===== src/rtl/axi4_req256_master_pkg.sv =====
// Shared AXI4 constants, FSM state encoding and the latched-request record
// for the 256-bit single-outstanding burst master.
package axi4_req256_master_pkg;

    localparam logic [1:0] AXI_BURST_INCR  = 2'b01;
    localparam logic [1:0] AXI_RESP_OKAY   = 2'b00;
    localparam int         AXI_BEAT_BYTES  = 32;
    localparam int         LINE_LSB        = $clog2(AXI_BEAT_BYTES);
    localparam int         LINES_PER_4K    = 4096 / AXI_BEAT_BYTES;
    localparam logic [3:0] AXI_ID_DEFAULT  = 4'd0;
    localparam logic [7:0] MAX_LEN_DEFAULT = 8'd15;

    typedef enum logic [2:0] {
        ST_IDLE = 3'd0,
        ST_AW   = 3'd1,
        ST_W    = 3'd2,
        ST_B    = 3'd3,
        ST_AR   = 3'd4,
        ST_R    = 3'd5,
        ST_DONE = 3'd6
    } state_t;

    typedef struct packed {
        logic [31-LINE_LSB:0] line;
        logic [7:0]           len;
    } req_t;

    // True when the last beat of the burst would land in the next 4KB page.
    function automatic logic crosses_4k(input logic [11-LINE_LSB:0] line_in_page,
                                        input logic [7:0]           len);
        logic [8:0] last_line;
        last_line = 9'(line_in_page) + {1'b0, len};
        return last_line > 9'(LINES_PER_4K - 1);
    endfunction

endpackage


===== src/rtl/axi4_req256_master.sv =====
// Single-outstanding AXI4 256-bit burst master: request -> AW/W/B or AR/R -> one-cycle response.
// Latency: AW/AR valid 1 cycle after request; W and R data pass combinationally, so backpressure flows straight through.
module axi4_req256_master
    import axi4_req256_master_pkg::*;
#(
    parameter logic [3:0] AXI_ID  = AXI_ID_DEFAULT,
    parameter logic [7:0] MAX_LEN = MAX_LEN_DEFAULT
) (
    input  logic         clk_i,
    input  logic         rst_i,
    input  logic         req_valid_i,
    output logic         req_ready_o,
    input  logic         req_write_i,
    input  logic [31:0]  req_addr_i,
    input  logic [7:0]   req_len_i,
    input  logic         wr_valid_i,
    output logic         wr_ready_o,
    input  logic [255:0] wr_data_i,
    input  logic [31:0]  wr_strb_i,
    output logic         rd_valid_o,
    input  logic         rd_ready_i,
    output logic [255:0] rd_data_o,
    output logic         rd_last_o,
    output logic         resp_valid_o,
    output logic         resp_error_o,
    output logic         outport_awvalid_o,
    input  logic         outport_awready_i,
    output logic [31:0]  outport_awaddr_o,
    output logic [3:0]   outport_awid_o,
    output logic [7:0]   outport_awlen_o,
    output logic [1:0]   outport_awburst_o,
    output logic         outport_wvalid_o,
    input  logic         outport_wready_i,
    output logic [255:0] outport_wdata_o,
    output logic [31:0]  outport_wstrb_o,
    output logic         outport_wlast_o,
    input  logic         outport_bvalid_i,
    output logic         outport_bready_o,
    input  logic [1:0]   outport_bresp_i,
    input  logic [3:0]   outport_bid_i,
    output logic         outport_arvalid_o,
    input  logic         outport_arready_i,
    output logic [31:0]  outport_araddr_o,
    output logic [3:0]   outport_arid_o,
    output logic [7:0]   outport_arlen_o,
    output logic [1:0]   outport_arburst_o,
    input  logic         outport_rvalid_i,
    output logic         outport_rready_o,
    input  logic [255:0] outport_rdata_i,
    input  logic [1:0]   outport_rresp_i,
    input  logic [3:0]   outport_rid_i,
    input  logic         outport_rlast_i
);

    state_t     state_q;
    req_t       req_q;
    logic [7:0] beat_q;
    logic       err_q;

    logic        beat_last;
    logic        w_hs;
    logic        r_hs;
    logic [31:0] line_addr;

    assign beat_last = (beat_q == req_q.len);
    assign line_addr = {req_q.line, {LINE_LSB{1'b0}}};
    assign w_hs      = (state_q == ST_W) && wr_valid_i && outport_wready_i;
    assign r_hs      = (state_q == ST_R) && outport_rvalid_i && rd_ready_i;

    always_ff @(posedge clk_i) begin
        if (rst_i) begin
            state_q <= ST_IDLE;
            req_q   <= '0;
            beat_q  <= 8'd0;
            err_q   <= 1'b0;
        end else begin
            unique case (state_q)
                ST_IDLE: begin
                    if (req_valid_i) begin
                        req_q.line <= req_addr_i[31:LINE_LSB];
                        req_q.len  <= req_len_i;
                        err_q      <= 1'b0;
                        // Illegal requests complete with error and never touch the AXI port.
                        if (req_len_i > MAX_LEN || crosses_4k(req_addr_i[11:LINE_LSB], req_len_i)) begin
                            err_q   <= 1'b1;
                            state_q <= ST_DONE;
                        end else begin
                            state_q <= req_write_i ? ST_AW : ST_AR;
                        end
                    end
                end
                ST_AW: begin
                    if (outport_awready_i) begin
                        beat_q  <= 8'd0;
                        state_q <= ST_W;
                    end
                end
                ST_W: begin
                    if (w_hs) begin
                        if (beat_last) state_q <= ST_B;
                        else           beat_q  <= beat_q + 8'd1;
                    end
                end
                ST_B: begin
                    if (outport_bvalid_i) begin
                        err_q   <= err_q | (outport_bresp_i != AXI_RESP_OKAY);
                        state_q <= ST_DONE;
                    end
                end
                ST_AR: begin
                    if (outport_arready_i) begin
                        beat_q  <= 8'd0;
                        state_q <= ST_R;
                    end
                end
                ST_R: begin
                    if (r_hs) begin
                        err_q <= err_q | (outport_rresp_i != AXI_RESP_OKAY)
                                       | (outport_rlast_i != beat_last);
                        // Only the slave's rlast ends the burst; the counter saturates if rlast is late.
                        if (outport_rlast_i)      state_q <= ST_DONE;
                        else if (beat_q != 8'hFF) beat_q  <= beat_q + 8'd1;
                    end
                end
                ST_DONE: state_q <= ST_IDLE;
                default: state_q <= ST_IDLE;
            endcase
        end
    end

    assign req_ready_o       = (state_q == ST_IDLE);
    assign resp_valid_o      = (state_q == ST_DONE);
    assign resp_error_o      = (state_q == ST_DONE) && err_q;

    assign outport_awvalid_o = (state_q == ST_AW);
    assign outport_awaddr_o  = line_addr;
    assign outport_awid_o    = AXI_ID;
    assign outport_awlen_o   = req_q.len;
    assign outport_awburst_o = AXI_BURST_INCR;

    assign outport_wvalid_o  = (state_q == ST_W) && wr_valid_i;
    assign wr_ready_o        = (state_q == ST_W) && outport_wready_i;
    assign outport_wdata_o   = wr_data_i;
    assign outport_wstrb_o   = wr_strb_i;
    assign outport_wlast_o   = (state_q == ST_W) && beat_last;

    assign outport_bready_o  = (state_q == ST_B);

    assign outport_arvalid_o = (state_q == ST_AR);
    assign outport_araddr_o  = line_addr;
    assign outport_arid_o    = AXI_ID;
    assign outport_arlen_o   = req_q.len;
    assign outport_arburst_o = AXI_BURST_INCR;

    assign rd_valid_o        = (state_q == ST_R) && outport_rvalid_i;
    assign outport_rready_o  = (state_q == ST_R) && rd_ready_i;
    assign rd_data_o         = outport_rdata_i;
    assign rd_last_o         = (state_q == ST_R) && outport_rlast_i;

    logic unused_ok;
    assign unused_ok = ^{outport_bid_i, outport_rid_i, req_addr_i[LINE_LSB-1:0]};

endmodule


===== config.mk =====
export PLATFORM = sky130hd
export DESIGN_NAME = axi4_req256_master
export DESIGN_NICKNAME = d
export VERILOG_FILES = /design/src/rtl/axi4_req256_master_pkg.sv /design/src/rtl/axi4_req256_master.sv
export SDC_FILE = /design/constraint.sdc
export NUM_CORES = 1
export LEC_CHECK = 0
export CAP_MARGIN = 30
export CORE_AREA = 2 2 482 484
export DETAILED_ROUTE_END_ITERATION = 12
export DIE_AREA = 0 0 484 486
export HOLD_SLACK_MARGIN = 0.08
export MAX_ROUTING_LAYER = met4
export SLEW_MARGIN = 0
export SYNTH_ARGS = -nofsm -noshare
export SYNTH_HDL_FRONTEND = slang
export SYNTH_SLANG_ARGS = --single-unit

===== constraint.sdc =====
create_clock -name clk_i -period 2.05 [get_ports clk_i]
set_input_delay 0.205 -clock clk_i [delete_from_list [all_inputs] [get_ports clk_i]]
set_output_delay 0.205 -clock clk_i [all_outputs]
set_load 0.01 [all_outputs]

==> flow_summary.ini, run 1 <==
[run_status]
status = completed

[drt]
drt-total-wl_um = 193500
wl_per_cell_um = 54.86
drtIter0Drc = 331
first_pass_iters = 5
via_count = 4587
drc = 0
postRouteAntennaNets = 0
via_per_inst = 1.301

[logic_synthesis]
postSynthCellCount = 901
synth-edff-count = 0
async_flop_share_pct = 0
yosys_warnings = 0
syn-mean-instance-area_um2 = 7.599
synthesis.area_um2 = 6847
synth_seq_cells = 47
ys_seq_area_share_pct = 13.74
synth_ff_type = dfxtp_1
synth_cell_type_count = 44

[clocking]
clk_path_buf_depth = 2
clock_latency_ps = 320
clk_pin_slew_ps = 70
cts.sinks = 47
cts_max_level = 2
postCtsHoldBufs = 0
cts_root_buf = clkbuf_16
numCtsBuffers = 5
cts_tree = yes

[job]
cap_viol_max_count = 0

[global_routing]
grt_pass1_wl_um = 205300
overflow = 0
antenna_found_initial = 13
grt_pass1_vias = 4054
grt.total_usage_pct = 16.31
grt_max_degree = 36

[floorplan]
coreArea_um2 = 229500
die_h_um = 486
start_util_pct = 2.984
rows = 176
dieArea_um2 = 235200
fp.dieW_um = 484
io-pin-count = 1256

[power_and_ir_drop]
p_leak_nw = 1.787
max-vdd-ir-drop_uv = 315.7
power.density_nw_per_um2 = 660.1
finalPower_mw = 5.383

[placement]
place_congestion = 0.9379
port_buffers = 132
hpwl_um = 190300

[timing]
finalMaxSlewViolations = 0
period_needed_ps = 1987
finalCritPeriodShare_pct = 96.92
finClkSkew_ps = 7.252
setup_viol = 0
hold_violations = 0
setup-tns-final_ps = 0
clock.fmax_mhz = 503.3

[finish]
area_delta_synth_final_pct = 19.12
final_common_cell = clkdlybuf4s50_1
drive_above_1_share_pct = 17.78
final_cell_mix = clkdlybuf4s50_1, nand2_1, buf_4, a21oi_1, dfxtp_1
fin_nets = 1110

[setup_path]
path_max_fanout = 8
path_cells = buf_4, nor2b_2, and3_1, clkdlybuf4s50_1
cp.arrival_ps = 1780
cp-end-kind = primary output
crit_buf_inv = 2
crit_required_ps = 1850
path_class = flop to primary output
startpoint_type = flop
path_delay_family = buffers and inverters
slowest_stage = clkdlybuf4s50_1
ff2ff_setup_slack_ps = 110
slowest_delay_ps = 550

[worst_hold_path]
holdCritPathClass = input port to flop
==> logic make-up after synthesis <==
kind of cell / share of synthesized area (%)
simple gates: 9.302
other cells: 0.1097
mux: 0.2924
xor+xnor: 1.407
flops: 13.74
compound gates: 6.341
fa+ha+maj: 1.462
buf+inv: 67.34
==> cells in the mapped netlist (2+ instances only) <==
cell      instances  share of area (%)
inv_1             2               0.11
a211o_1           2               0.26
o31ai_1           4               0.44
buf_2             4               0.29
or4_1             4               0.44
conb_1            2               0.11
and2_1            2               0.18
a21oi_1          46                3.4
and3_1            5               0.46
clkbuf_1         12               0.66
nand2_1          80                4.4
ha_1              8                1.5
buf_6             2               0.33
nand3b_1          2               0.22
xor2_1            2               0.26
or3_1             7               0.64
dfxtp_1          47                 14
xnor2_1           9                1.2
o21bai_1          2               0.22
nand2b_1          4               0.37
nor2_1           12               0.66
mux2i_1           2               0.29
nand3_1           5               0.37
nand4_1           3               0.27
buf_4           601                 66
o21ai_0           8               0.58
nor3_1            7               0.51
==> registers in the layout (all words and copies together), names as in the netlist <==
signal,count
err_q,1
state_q,3
outport_arlen_o,8
beat_q,8
outport_araddr_o,27
==> worst register-to-register path, stage by stage (launching register included) <==
cell and delay, ps:
dfxtp_4 390, nand2b_4 160, a311oi_2 250, o221ai_1 140, o31a_1 170, buf_4 170, or4_1 460, a21oi_1 140
==> cell type report <==
cell class / count / area [um^2]
diodes: 6 / 15.01
inverters: 3 / 11.26
flip-flops and latches: 47 / 947.2
clock buffers: 6 / 138.9
fillers: 27320 / 221300
clock inverters: 2 / 16.27
multi-input cells: 252 / 1428
repair buffers: 185 / 1813
well taps: 3026 / 3786
==> final timing paths <==
path / start / endpoint / depth (start not counted)
max reg2reg: state_q[2]$_SDFFE_PP0P_ / beat_q[5]$_SDFFE_PP0P_ / 7
max: state_q[1]$_SDFFE_PP0P_ / outport_rready_o / 4
min reg2reg: beat_q[6]$_SDFFE_PP0P_ / beat_q[6]$_SDFFE_PP0P_ / 2
min: rst_i / state_q[2]$_SDFFE_PP0P_ / 2
==> per-layer routing <==
layer  up-vias  GRT usage, %  wire [um]
met5         -             -          0
met4         0         5.988       8402
met3       261         34.80      90680
met2      1339         24.07      82660
met1      1581         2.720      11770
li1       1406             -          -
==> metrics by stage <==
stage / hold slack, ps / instance area, um^2 / worst slack (ps) / utilization [%] / instances
2_1_floorplan: 341.0 / 6922 / 314.6 / - / 921
3_3_place_gp: 410.1 / 7909 / -561.6 / 3.447 / 3511
3_5_place_dp: 410.1 / 7909 / -554.3 / 3.447 / 3511
4_1_cts: 144.6 / 8095 / 8.592 / 3.528 / 3519
5_1_grt: 172.2 / 8148 / -0.8733 / 3.551 / 3524
6_report: 168.4 / 8155 / 63.20 / 3.554 / 3527
==> repair_timing <==
item	in CTS	in global routing
pin swaps	3	1
resized for setup	15	9
setup buffers	0	2
setup endpoints to repair	9	9
==> power by group <==
part           total [mW]  switching [mW]  internal [mW]
clock network       0.925           0.435          0.490
registers            1.44           0.344           1.10
logic                3.01            1.59           1.42
total                5.38            2.37           3.01
No activity file was read; power rests on OpenSTA's default activity.
==> run 2: changes to the inputs <==
- REMOVE_ABC_BUFFERS: not set -> 1
==> run 2 against run 1 <==
Global-route usage grew 14 points. Power shrank 7.2%. First-iteration DRC count grew to 2.6 times the previous value. Critical path type unchanged.
==> flow_summary.ini, run 2 (synthesis gave the netlist of run 1 again) <==
[power_and_ir_drop]
power_switching_mw = 2.004
power_frac_seq_pct = 26.1
pwr-share-comb_pct = 55.9
pwr-share-clk_pct = 18.0
finalPower_mw = 4.996
max-vdd-ir-drop_uv = 494.5
p_leak_nw = 1.667
swShare_pct = 40.12
power.density_nw_per_um2 = 631.5
intPower_mw = 2.992

[global_routing]
overflow = 0
antenna_found_initial = 10
grt_max_degree = 31
grt.total_usage_pct = 30.26
grt_pass1_vias = 4464
grt_pass1_wl_um = 368700

[setup_path]
slowest_delay_ps = 600
startpoint_type = flop
crit_required_ps = 1850
cp-end-kind = primary output
ff2ff_path_depth = 7
cp.arrival_ps = 1780
ff2ff_setup_slack_ps = 110
r2r-start = state_q[2]$_SDFFE_PP0P_
worstReg2RegEnd = beat_q[5]$_SDFFE_PP0P_
path_depth = 3
path_delay_family = buffers and inverters
path_max_fanout = 9
path_cells = nor2b_2, and3_1, clkdlybuf4s50_1
slowest_stage = clkdlybuf4s50_1
crit_buf_inv = 1
path_class = flop to primary output

[clocking]
clk_pin_slew_ps = 60
numCtsBuffers = 5
cts_root_buf = clkbuf_16
cts.sinks = 47
postCtsHoldBufs = 0
cts_tree = yes
cts_max_level = 2
clock_latency_ps = 290
clk_path_buf_depth = 2

[finish]
area_delta_synth_final_pct = 15.55
seqCellArea_um2 = 947.2
final_cell_mix = clkdlybuf4s50_1, nand2_1, a21oi_1, dfxtp_1, buf_4
finalNonFillerCells = 3504
fillers = 27340
fin_nets = 1090
drive_above_1_share_pct = 15.40
final_common_cell = clkdlybuf4s50_1
multi_input_area_um2 = 1391
largest_reg_flops = 27

[floorplan]
fp.dieW_um = 484
io-pin-count = 1256
dieArea_um2 = 235200
rows = 176
coreArea_um2 = 229500
start_util_pct = 2.984
die_h_um = 486

[drt]
via_count = 6455
drt-total-wl_um = 357400
drtIter0Drc = 860
first_pass_iters = 4
postRouteAntennaNets = 0
via_per_inst = 1.842
wl_per_cell_um = 102.0
drc = 0

[worst_hold_path]
hold_path_end = rd_data_o[130]
min-delay-start = outport_rdata_i[130]
holdCritPathClass = input port to primary output
min_delay_path_depth = 0

[timing]
whs_ps = 414.2
finalCritPeriodShare_pct = 96.94
setup-tns-final_ps = 0
clock.fmax_mhz = 503.2
setup_viol = 0
finalMaxSlewViolations = 0
rsz0062_at_grt = no
hold_violations = 0
finClkSkew_ps = 8.814
period_needed_ps = 1987

[run_status]
status = completed

[placement]
place_congestion = 1.427
port_buffers = 132
place_inst = 3493
hpwl_um = 353900

[job]
cap_viol_max_count = 0
run 2: changes by cell type in the layout (fill, tap and decap cells not counted), moves of 3 or more:
cell            delta
buf_12             -3
buf_4              -8
dfxtp_2            +3
dlygate4sd2_1      -5
dlymetal6s2s_1     -3
ha_1               +3
ha_4               -3
run 2: worst max-delay path by stage:
stage	end	startpoint	slack, ps
after floorplan	beat_q[5]$_SDFFE_PP0P_	state_q[1]$_SDFFE_PP0P_	3
after global placement	state_q[2]$_SDFFE_PP0P_	req_addr_i[8]	-350
after detailed placement	state_q[2]$_SDFFE_PP0P_	req_addr_i[8]	-340
after CTS	resp_error_o	state_q[0]$_SDFFE_PP0P_	40
after global routing	beat_q[2]$_SDFFE_PP0P_	state_q[2]$_SDFFE_PP0P_	5
final	rd_last_o	state_q[0]$_SDFFE_PP0P_	60
run 2: layer usage:
layer | vias up | track usage, % | part of all wire [%]
met5 | - | - | 0
met4 | 0 | 13.73 | 6.1
met3 | 198 | 46.96 | 33
met2 | 2540 | 58.25 | 55
met1 | 2357 | 3.962 | 5.8
li1 | 1360 | - | -
run 2: area by class of cell:
class / instances / share of cell area, %
Sequential cell: 47 / 11.97
Clock buffer: 6 / 1.629
Clock inverter: 1 / 0.3796
Inverter: 3 / 0.1423
Timing Repair Buffer: 165 / 20.31
Tap cell: 3026 / 47.86
Antenna cell: 4 / 0.1265
Multi-Input combinational cell: 252 / 17.59
run 2: per-stage QoR:
step	utilization (%)	setup WS, ps	instance area (um^2)
floorplan	-	3.446	2322
global placement	3.362	-347.1	7715
detailed placement	3.362	-336.9	7715
CTS	3.439	39.19	7890
global route	3.443	5.492	7901
finish	3.448	62.69	7911
run 2: timing repair:
| item | in CTS | in global routing |
|---|---|---|
| gates resized for setup | 10 | 5 |
| buffers inserted | 0 | 0 |
| setup endpoints to repair | 7 | 9 |
| gates cloned | 0 | 0 |
| pin swaps | 0 | 2 |
run 2: power by group through the flow:
stage,combinational (mW),sequential [mW],clock (mW)
6_report,2.79,1.30,0.901
5_1_grt,2.97,1.33,0.962
4_1_cts,2.83,1.30,0.928
3_5_place_dp,2.81,1.31,0
3_3_place_gp,2.78,1.30,0
2_1_floorplan,0.972,1.45,0
